`src/rtl/quad_pkg.sv`:
```
`timescale 1ns/1ps
`default_nettype none
// ---------------------------------------------------------------------------
// quad_pkg: shared FSM/transition types and phase decode for the quadrature
// front end.                                                   Rev 1.0
// ---------------------------------------------------------------------------
package quad_pkg;

  typedef enum logic [0:0] {
    PRIME = 1'b0,
    RUN   = 1'b1
  } state_t;

  typedef enum logic [1:0] {
    TR_NONE    = 2'd0,
    TR_FWD     = 2'd1,
    TR_REV     = 2'd2,
    TR_ILLEGAL = 2'd3
  } trans_t;

  localparam logic [1:0] PH_00 = 2'b00;
  localparam logic [1:0] PH_01 = 2'b01;
  localparam logic [1:0] PH_11 = 2'b11;
  localparam logic [1:0] PH_10 = 2'b10;

  // Forward order is 00 -> 01 -> 11 -> 10 -> 00 ({A,B}).
  function automatic logic [1:0] fwd_next(input logic [1:0] ph);
    logic [1:0] nxt;
    case (ph)
      PH_00:   nxt = PH_01;
      PH_01:   nxt = PH_11;
      PH_11:   nxt = PH_10;
      default: nxt = PH_00;
    endcase
    return nxt;
  endfunction

  function automatic trans_t classify(input logic [1:0] prev, input logic [1:0] cur);
    trans_t t;
    if (prev == cur)                t = TR_NONE;
    else if (cur == fwd_next(prev)) t = TR_FWD;
    else if (prev == fwd_next(cur)) t = TR_REV;
    else                            t = TR_ILLEGAL;
    return t;
  endfunction

endpackage
`default_nettype wire

```
`src/rtl/quad_step_decoder_glitch_filter.sv`:
```
`timescale 1ns/1ps
`default_nettype none
// ---------------------------------------------------------------------------
// quad_glitch_filter: per-channel synchroniser plus consecutive-sample glitch
// filter with a direct-load (prime) path.                      Rev 1.0
// ---------------------------------------------------------------------------
module quad_glitch_filter #(
  parameter int SYNC_STAGES = 2,
  parameter int FILT_CYCLES = 4
) (
  input  logic clk,
  input  logic rst,
  input  logic raw,
  input  logic prime,
  output logic filt
);

  localparam int CNT_W = (FILT_CYCLES > 1) ? $clog2(FILT_CYCLES) : 1;
  localparam logic [CNT_W-1:0] CNT_LAST = CNT_W'(FILT_CYCLES - 1);

  logic [SYNC_STAGES-1:0] sync;
  logic [CNT_W-1:0]       cnt;
  logic                   raw_s;

  assign raw_s = sync[SYNC_STAGES-1];

  always_ff @(posedge clk) begin
    if (rst) begin
      sync <= '0;
    end else begin
      sync <= {sync[SYNC_STAGES-2:0], raw};
    end
  end

  // The filtered level only follows raw_s after FILT_CYCLES differing samples in a row.
  always_ff @(posedge clk) begin
    if (rst) begin
      filt <= 1'b0;
      cnt  <= '0;
    end else if (prime) begin
      filt <= raw_s;
      cnt  <= '0;
    end else if (raw_s != filt) begin
      if (cnt == CNT_LAST) begin
        filt <= raw_s;
        cnt  <= '0;
      end else begin
        cnt <= cnt + 1'b1;
      end
    end else begin
      cnt <= '0;
    end
  end

endmodule
`default_nettype wire

```
`src/rtl/quad_step_decoder.sv`:
```
`timescale 1ns/1ps
`default_nettype none
// ---------------------------------------------------------------------------
// quad_step_decoder: quadrature A/B to step/dir front end for the up/down
// counter, with priming FSM and illegal-transition tracking.   Rev 1.0
// ---------------------------------------------------------------------------
module quad_step_decoder
  import quad_pkg::*;
#(
  parameter int SYNC_STAGES = 2,
  parameter int FILT_CYCLES = 4,
  parameter int ERR_W       = 4
) (
  input  logic             clk,
  input  logic             rst,
  input  logic             en,
  input  logic             a_in,
  input  logic             b_in,
  input  logic             err_clr,
  output logic             step,
  output logic             dir,
  output logic             err,
  output logic [ERR_W-1:0] err_cnt,
  output logic             primed
);

  localparam int PRIME_LEN = SYNC_STAGES + FILT_CYCLES;
  localparam int PC_W      = $clog2(PRIME_LEN);
  localparam logic [PC_W-1:0] PRIME_LAST = PC_W'(PRIME_LEN - 1);

  state_t           state;
  logic [PC_W-1:0]  prime_cnt;
  logic [1:0]       prev;
  logic [1:0]       cur;
  logic             filt_a;
  logic             filt_b;
  logic             prime;
  trans_t           tr;
  logic             err_base;
  logic [ERR_W-1:0] cnt_base;

  assign prime = (state == PRIME);
  assign cur   = {filt_a, filt_b};
  assign tr    = (state == RUN) ? classify(prev, cur) : TR_NONE;

  quad_glitch_filter #(
    .SYNC_STAGES (SYNC_STAGES),
    .FILT_CYCLES (FILT_CYCLES)
  ) u_filt_a (
    .clk   (clk),
    .rst   (rst),
    .raw   (a_in),
    .prime (prime),
    .filt  (filt_a)
  );

  quad_glitch_filter #(
    .SYNC_STAGES (SYNC_STAGES),
    .FILT_CYCLES (FILT_CYCLES)
  ) u_filt_b (
    .clk   (clk),
    .rst   (rst),
    .raw   (b_in),
    .prime (prime),
    .filt  (filt_b)
  );

  // A clear that lands on an illegal transition still records that transition.
  always_comb begin
    err_base = err;
    cnt_base = err_cnt;
    if (err_clr) begin
      err_base = 1'b0;
      cnt_base = '0;
    end
  end

  always_ff @(posedge clk) begin
    if (rst) begin
      state     <= PRIME;
      prime_cnt <= '0;
      prev      <= PH_00;
      step      <= 1'b0;
      dir       <= 1'b0;
      err       <= 1'b0;
      err_cnt   <= '0;
      primed    <= 1'b0;
    end else begin
      prev    <= cur;
      step    <= 1'b0;
      err     <= err_base;
      err_cnt <= cnt_base;
      case (state)
        PRIME: begin
          if (prime_cnt == PRIME_LAST) begin
            state  <= RUN;
            primed <= 1'b1;
          end else begin
            prime_cnt <= prime_cnt + 1'b1;
          end
        end
        RUN: begin
          case (tr)
            TR_FWD: begin
              step <= en;
              dir  <= 1'b0;
            end
            TR_REV: begin
              step <= en;
              dir  <= 1'b1;
            end
            TR_ILLEGAL: begin
              err     <= 1'b1;
              err_cnt <= (cnt_base == '1) ? cnt_base : cnt_base + 1'b1;
            end
            default: ;
          endcase
        end
        default: state <= PRIME;
      endcase
    end
  end

endmodule
`default_nettype wire

```
`config.mk`:
```
export PLATFORM = sky130hd
export DESIGN_NAME = quad_step_decoder
export DESIGN_NICKNAME = d
export VERILOG_FILES = /design/src/rtl/quad_pkg.sv /design/src/rtl/quad_step_decoder_glitch_filter.sv /design/src/rtl/quad_step_decoder.sv
export SDC_FILE = /design/constraint.sdc
export NUM_CORES = 1
export LEC_CHECK = 0
export CORE_AREA = 4 4 54 56
export DETAILED_ROUTE_END_ITERATION = 6
export DIE_AREA = 0 0 58 60
export PLACE_DENSITY = 0.64
export REMOVE_ABC_BUFFERS = 1
export SETUP_SLACK_MARGIN = 0.1
export SYNTH_ARGS = -nofsm -noshare
export SYNTH_HDL_FRONTEND = slang
export SYNTH_SLANG_ARGS = --single-unit
```
`constraint.sdc`:
```
create_clock -name clk -period 4.1 [get_ports clk]
set_input_delay 0.82 -clock clk [delete_from_list [all_inputs] [get_ports clk]]
set_output_delay 0.82 -clock clk [all_outputs]
set_load 0.01 [all_outputs]
```
==> metrics.txt, run 1 <==
required time of the worst setup path=4330 ps; cells resized by post-CTS repair=0; kind of path behind the tightest hold check=flip-flop to flip-flop; row cnt=18; vias post-DR=757; area share of the leading cell type in the synthesized netlist=0.4677; areal power density over the cells=334.6 nW/µm²; HPWL after detailed placement=1142 µm; antenna violations before repair=0; synthesized area=1027 µm²; average footprint of a synthesized cell=9.783 µm²; Clock Sink Count=24; Worst Setup End Kind=flip-flop; sum of routed wire length over all layers=1696 µm; postcts setup bufs=0; Die Area=3480 µm²; slew margin rel.=0.4101; global routing usage summed across all routing layers=0.1046; floorplan die width=58 µm; Final Cycle Share=0.5481; global-route congestion overflow total=0; sum of internal, switching and leakage power=0.4023 mW; classification of the worst setup path=primary input to flip-flop; prevailing post-synth register cell=sky130_fd_sc_hd__dfxtp_1; final setup vio count=0; Synth Area in Simple Gates=0.2558; Routed Antenna Nets=0; PortBufs=13; Max-Cap Viols=0; post-synthesis sequential area ratio=0.4677; effective utilization at floorplan=0.4223; buffer depth of the longest clock path=2; final setup TNS=0 ps; cell type contributing the most total cell area after synthesis=sky130_fd_sc_hd__dfxtp_1; flip-flop and latch count after synthesis=24; Distinct cells, synth=30; dominant combinational cell family by area after synthesis=simple AND/OR/NAND/NOR gates; Critical Path AT=2480 ps; cell with the most instances after synthesis=sky130_fd_sc_hd__dfxtp_1; Worst Setup Start Kind=primary input; clock skew after layout=4.051 ps; RSZ-0062 raised after global routing=false; Syn Inst Count=105; synth cell count leaders=sky130_fd_sc_hd__dfxtp_1, sky130_fd_sc_hd__ha_1, sky130_fd_sc_hd__nand2b_1, sky130_fd_sc_hd__nor2b_1; pin count of the biggest net entering global routing=25; worst-margin pin slew=882.1 ps; fraction of synthesis flops using an asynchronous set or reset pin=0; H-tree depth=1; length of the first detailed-routing pass in iterations=5; Final nets=131; height of the chip=60 µm; Post-Synth Adder-Cell Area=0.08526; TritonCTS buffer count=3; insertion delay of the later-clocked pin in the worst-skew pair=310 ps; RePlAce Congestion=0.7754; final worst path period need=2247 ps; clock input transition at the sequential cells of the worst setup and hold paths=130 ps; count of inserted antenna diode cells=0; Iteration-0 DRC Markers=4; clock tree from TritonCTS=yes; global-route wire length before repair=2842 µm; utilization after layout=0.4943; number of hold-slack violations in the final timing report=0; via count of the first global-routing pass=713; dominant cells by area after synthesis=sky130_fd_sc_hd__dfxtp_1, sky130_fd_sc_hd__ha_1, sky130_fd_sc_hd__nand2b_1; peak ir drop on the vdd network=0.2176 mV; routed wirelength normalized by instance count=11.54 µm; DRC viols=0; xor and xnor area share after synthesis=0.02558; outcome=completed; proportion of synthesized area in mux cells=0.01949; number of enable-type register cells in the synthesized netlist=0; area of the placeable core=2432 µm²; static leakage=0.4757 nW; Max Freq=445.0 MHz; I/O pin count=14; master cell of the clock root buffer=sky130_fd_sc_hd__clkbuf_4; number of warning messages in the yosys log=0; number of vias per cell=5.150; # hold bufs at CTS=0; fin. max-slew vios=0; Layout area overhead=17.05%; Worst Path Max Fanout=6; fraction of final layout cells with drive strength greater than 1=0.04274; Synth Area in Compound Gates=0.1072
-- critical path, cell delays in order --
cell	delay (ps)
sky130_fd_sc_hd__clkdlybuf4s50_1	560
sky130_fd_sc_hd__and2b_1	220
sky130_fd_sc_hd__ha_1	220
sky130_fd_sc_hd__and4b_4	220
sky130_fd_sc_hd__or3_1	300
sky130_fd_sc_hd__a21oi_1	140
-- layout make-up --
cell class / instances / area (µm²)
Clock buffer: 4 / 36.28
Fill cell: 233 / 1230
Multi-Input combinational cell: 73 / 506.7
Inverter: 3 / 11.26
Sequential cell: 24 / 480.5
Timing Repair Buffer: 13 / 130.1
Tap cell: 30 / 37.54
-- report_power, final --
part           internal [mW]  switching [mW]  total [mW]
combinational         0.0164          0.0149      0.0313
clock                 0.0542          0.0675       0.122
sequential             0.242         0.00771       0.249
total                  0.312          0.0901       0.402
-- worst paths after layout --
path                        start              end  slack [ps]  cells past startpoint
setup / recovery          err_clr       err_cnt[0]        1850                      6
hold / removal    u_filt_b.cnt[0]  u_filt_b.cnt[0]         440                      1
setup reg to reg    u_filt_b.filt       err_cnt[0]        2260                      7
hold reg to reg   u_filt_b.cnt[0]  u_filt_b.cnt[0]         440                      1
-- layout by cell type (no fill, tap or decap), types with 4 or more instances in the layout --
cell / count
sky130_fd_sc_hd__nand3_1: 4
sky130_fd_sc_hd__ha_1: 7
sky130_fd_sc_hd__nor2b_1: 7
sky130_fd_sc_hd__nand2b_1: 7
sky130_fd_sc_hd__nand2_1: 5
sky130_fd_sc_hd__dfxtp_1: 24
sky130_fd_sc_hd__a21oi_1: 6
sky130_fd_sc_hd__nor2_1: 6
sky130_fd_sc_hd__clkdlybuf4s50_1: 13
-- metal layers --
layer | up-vias | global-route usage | wire, µm
li1 | 393 | - | -
met1 | 346 | 0.1183 | 778
met2 | 14 | 0.1887 | 804
met3 | 4 | 0.02160 | 89
met4 | 0 | 0.04636 | 25
met5 | - | 0 | 0
-- sequential cells by signal, indices dropped and copies added (netlist names) --
signal,cells
u_filt_a.sync,2
primed,1
err_cnt,4
prime_cnt,3
u_filt_b.cnt,2
u_filt_a.cnt,2
err,1
u_filt_b.sync,2
state,1
step,1
prev,2
u_filt_b.filt,1
u_filt_a.filt,1
dir,1
-- metrics by stage --
step           cell area (µm²)  instances  setup WS [ps]  hold slack [ps]
6_report                  1202        147           1853            439.3
5_1_grt                   1202        147           1779            462.2
4_1_cts                   1202        147           1874            441.8
3_5_place_dp              1166        143           1537            422.0
3_3_place_gp              1166        143           1584            414.1
2_1_floorplan            998.5        100           2210            405.4
-- cells by family after synthesis --
| family | after synthesis |
|---|---|
| buffers and inverters | 8 |
| and+or+nand+nor | 44 |
| xor gates and xnor gates | 3 |
| adders and majority gates | 7 |
| muxes | 2 |
| AOI/OAI and AO/OA | 17 |
| DFF | 24 |
Note: power is estimated with default switching activity, not from simulation.
==> inputs of run 2 (changes only) <==
==> constraint.sdc (replaced) <==
create_clock -name clk -period 2.1 [get_ports clk]
set_input_delay 0.42 -clock clk [delete_from_list [all_inputs] [get_ports clk]]
set_output_delay 0.42 -clock clk [all_outputs]
set_load 0.01 [all_outputs]
==> metrics.txt, run 2 (synthesized netlist as in run 1, its figures left out) <==
RSZ-0062 raised after global routing=false (unchanged); placed instance area=1189 µm² (was 1166 µm²); classification of the worst setup path=flip-flop to flip-flop (was primary input to flip-flop); routed wirelength normalized by instance count=11.53 µm (was 11.54 µm); global routing usage summed across all routing layers=0.1128 (was 0.1046); net switching power of the design=0.1717 mW (was 0.09006 mW); fin. max-slew vios=0 (unchanged); utilization after layout=0.4979 (was 0.4943); slew margin rel.=0.7746 (was 0.4101); HPWL after detailed placement=1286 µm (was 1142 µm); length of the first detailed-routing pass in iterations=4 (was 5); Final Cycle Share=0.8619; # hold bufs at CTS=0 (unchanged); Iteration-0 DRC Markers=11 (was 4); PortBufs=13 (unchanged); number of vias per cell=5.215 (was 5.150); final setup TNS=0 ps (unchanged); buffer depth of the longest clock path=2 (unchanged); final setup vio count=0 (unchanged); global-route wire length before repair=3063 µm (was 2842 µm); static leakage=0.4836 nW (was 0.4757 nW); share of total power consumed by net switching=0.2302 (was 0.2239); number of hold-slack violations in the final timing report=0 (unchanged); register containing the most flip-flops in the final layout=err_cnt (unchanged); worst setup timing slack at the placement stage=-15.08 ps (was 1537 ps); I/O pin count=14 (unchanged); postcts setup bufs=0 (unchanged); clock skew after layout=5.223 ps (was 4.051 ps); sum of internal, switching and leakage power=0.7458 mW (was 0.4023 mW); cell area after layout=1211 µm² (was 1202 µm²); count of inserted antenna diode cells=0 (unchanged); H-tree depth=1 (unchanged); cells resized by post-CTS repair=0 (unchanged); Clock Sink Count=24 (unchanged); number of flip-flops in the largest register=4 (unchanged); area of the placeable core=2432 µm² (unchanged); Final nets=134 (was 131); commonest non-fill, non-tap cell in the layout=sky130_fd_sc_hd__dfxtp_1 (unchanged); peak ir drop on the vdd network=0.3715 mV (was 0.2176 mV); clock input transition at the sequential cells of the worst setup and hold paths=110 ps (was 130 ps); sum of routed wire length over all layers=1718 µm (was 1696 µm); Layout area overhead=17.90% (was 17.05%); effective utilization at floorplan=0.4223 (unchanged); clock tree from TritonCTS=yes (unchanged); height of the chip=60 µm (unchanged); Die Area=3480 µm² (unchanged); Worst Path Max Fanout=9 (was 6); Reg power frac=0.651 (was 0.620); pin count of the biggest net entering global routing=25 (unchanged); RePlAce Congestion=0.7991 (was 0.7754); global-route congestion overflow total=0 (unchanged); share of power burned in the clock network=0.258 (was 0.303); part of the power in combinational logic=0.091 (was 0.078); TritonCTS buffer count=3 (unchanged); required time of the worst setup path=2350 ps (was 4330 ps); outcome=completed (unchanged); Worst Setup End Kind=flip-flop (unchanged); antenna violations before repair=0 (unchanged); Max Freq=552.5 MHz; Fillers=235 (was 233); fraction of final layout cells with drive strength greater than 1=0.05882 (was 0.04274); Max-Cap Viols=0 (unchanged); Routed Antenna Nets=0 (unchanged); final critical-path setup slack=290.0 ps (was 1853 ps); vias post-DR=777 (was 757); kind of path behind the tightest hold check=flip-flop to flip-flop (unchanged); most frequent cells in the layout=sky130_fd_sc_hd__dfxtp_1, sky130_fd_sc_hd__clkdlybuf4s50_1, sky130_fd_sc_hd__nor2b_1, sky130_fd_sc_hd__nand2b_1, sky130_fd_sc_hd__ha_1 (unchanged); row cnt=18 (unchanged); cell count of the worst reg-to-reg path=7 (unchanged); insertion delay of the later-clocked pin in the worst-skew pair=310 ps (about the same); Int Power=0.5741 mW (was 0.3122 mW); Hold Path Depth=1 (unchanged); final worst path period need=1810 ps; worst-margin pin slew=338.1 ps (was 882.1 ps); areal power density over the cells=615.8 nW/µm² (was 334.6 nW/µm²); multi-input logic area=506.7 µm² (unchanged); DRC viols=0 (unchanged); total area of sequential cells=480.5 µm² (unchanged); Critical Path AT=2060 ps (was 2480 ps); via count of the first global-routing pass=756 (was 713); Worst Setup Start Kind=flip-flop (was primary input); floorplan die width=58 µm (unchanged); master cell of the clock root buffer=sky130_fd_sc_hd__clkbuf_4 (unchanged); largest registers=err_cnt: 4 flops, prime_cnt: 3 flops (unchanged)
-- run 2: cell types whose count changed in the layout (fill, tap and decap cells not counted) --
| cell | change |
|---|---|
| sky130_fd_sc_hd__buf_4 | +3 |
| sky130_fd_sc_hd__clkbuf_8 | -1 |
-- run 2: power groups by stage --
stage | sequential (mW) | combinational (mW) | clock, mW
floorplan | 0.494 | 0.0365 | 0
global placement | 0.494 | 0.0642 | 0
detailed placement | 0.495 | 0.0694 | 0
CTS | 0.486 | 0.0703 | 0.203
global route | 0.489 | 0.0779 | 0.218
finish | 0.485 | 0.0680 | 0.193
-- run 2: metal layers --
layer  vias to the layer above  routed length [µm]  global-route usage
met5                         -                   0                   0
met4                         0                  20             0.04967
met3                         2                  97             0.02376
met2                        20                 840              0.2177
met1                       359                 760              0.1158
li1                        396                   -                   -
-- run 2: critical path, stage by stage (launching register included) --
cell and delay, ps:
sky130_fd_sc_hd__dfxtp_1 480, sky130_fd_sc_hd__nand2b_1 100, sky130_fd_sc_hd__o211ai_1 100, sky130_fd_sc_hd__o211a_1 200
sky130_fd_sc_hd__ha_1 210, sky130_fd_sc_hd__nand2_1 140, sky130_fd_sc_hd__or3_1 380, sky130_fd_sc_hd__a21oi_1 140
-- run 2: path summary, 6_finish.rpt --
check                                       end  slack (ps)            start
worst max-delay path                 err_cnt[0]         290    u_filt_b.filt
worst min-delay path            u_filt_b.cnt[0]         440  u_filt_b.cnt[0]
worst max register to register       err_cnt[0]         290    u_filt_b.filt
worst min register to register  u_filt_b.cnt[0]         440  u_filt_b.cnt[0]
-- run 2: stage by stage --
stage	hold slack (ps)	instances
after floorplan	405.4	100
after global placement	414.0	146
after detailed placement	424.0	146
after CTS	442.0	149
after global routing	460.9	149
final	435.7	149
-- run 2: area by class of cell --
class,instances,area share
tap,30,0.03099
inverter,3,0.009298
timing repair buffer,16,0.1260
sequential,24,0.3967
multi-input combinational,73,0.4184
clock buffer,3,0.01860
==> inputs of run 3 (changes only) <==
--- a/config.mk
+++ b/config.mk
@@ -8,6 +8,7 @@
 export CORE_AREA = 4 4 54 56
 export DETAILED_ROUTE_END_ITERATION = 6
 export DIE_AREA = 0 0 58 60
+export GPL_ROUTABILITY_DRIVEN = 1
 export PLACE_DENSITY = 0.64
 export REMOVE_ABC_BUFFERS = 1
 export SETUP_SLACK_MARGIN = 0.1
==> results of run 3 <==
Final layout, timing and power as in run 2 (identical DEF).
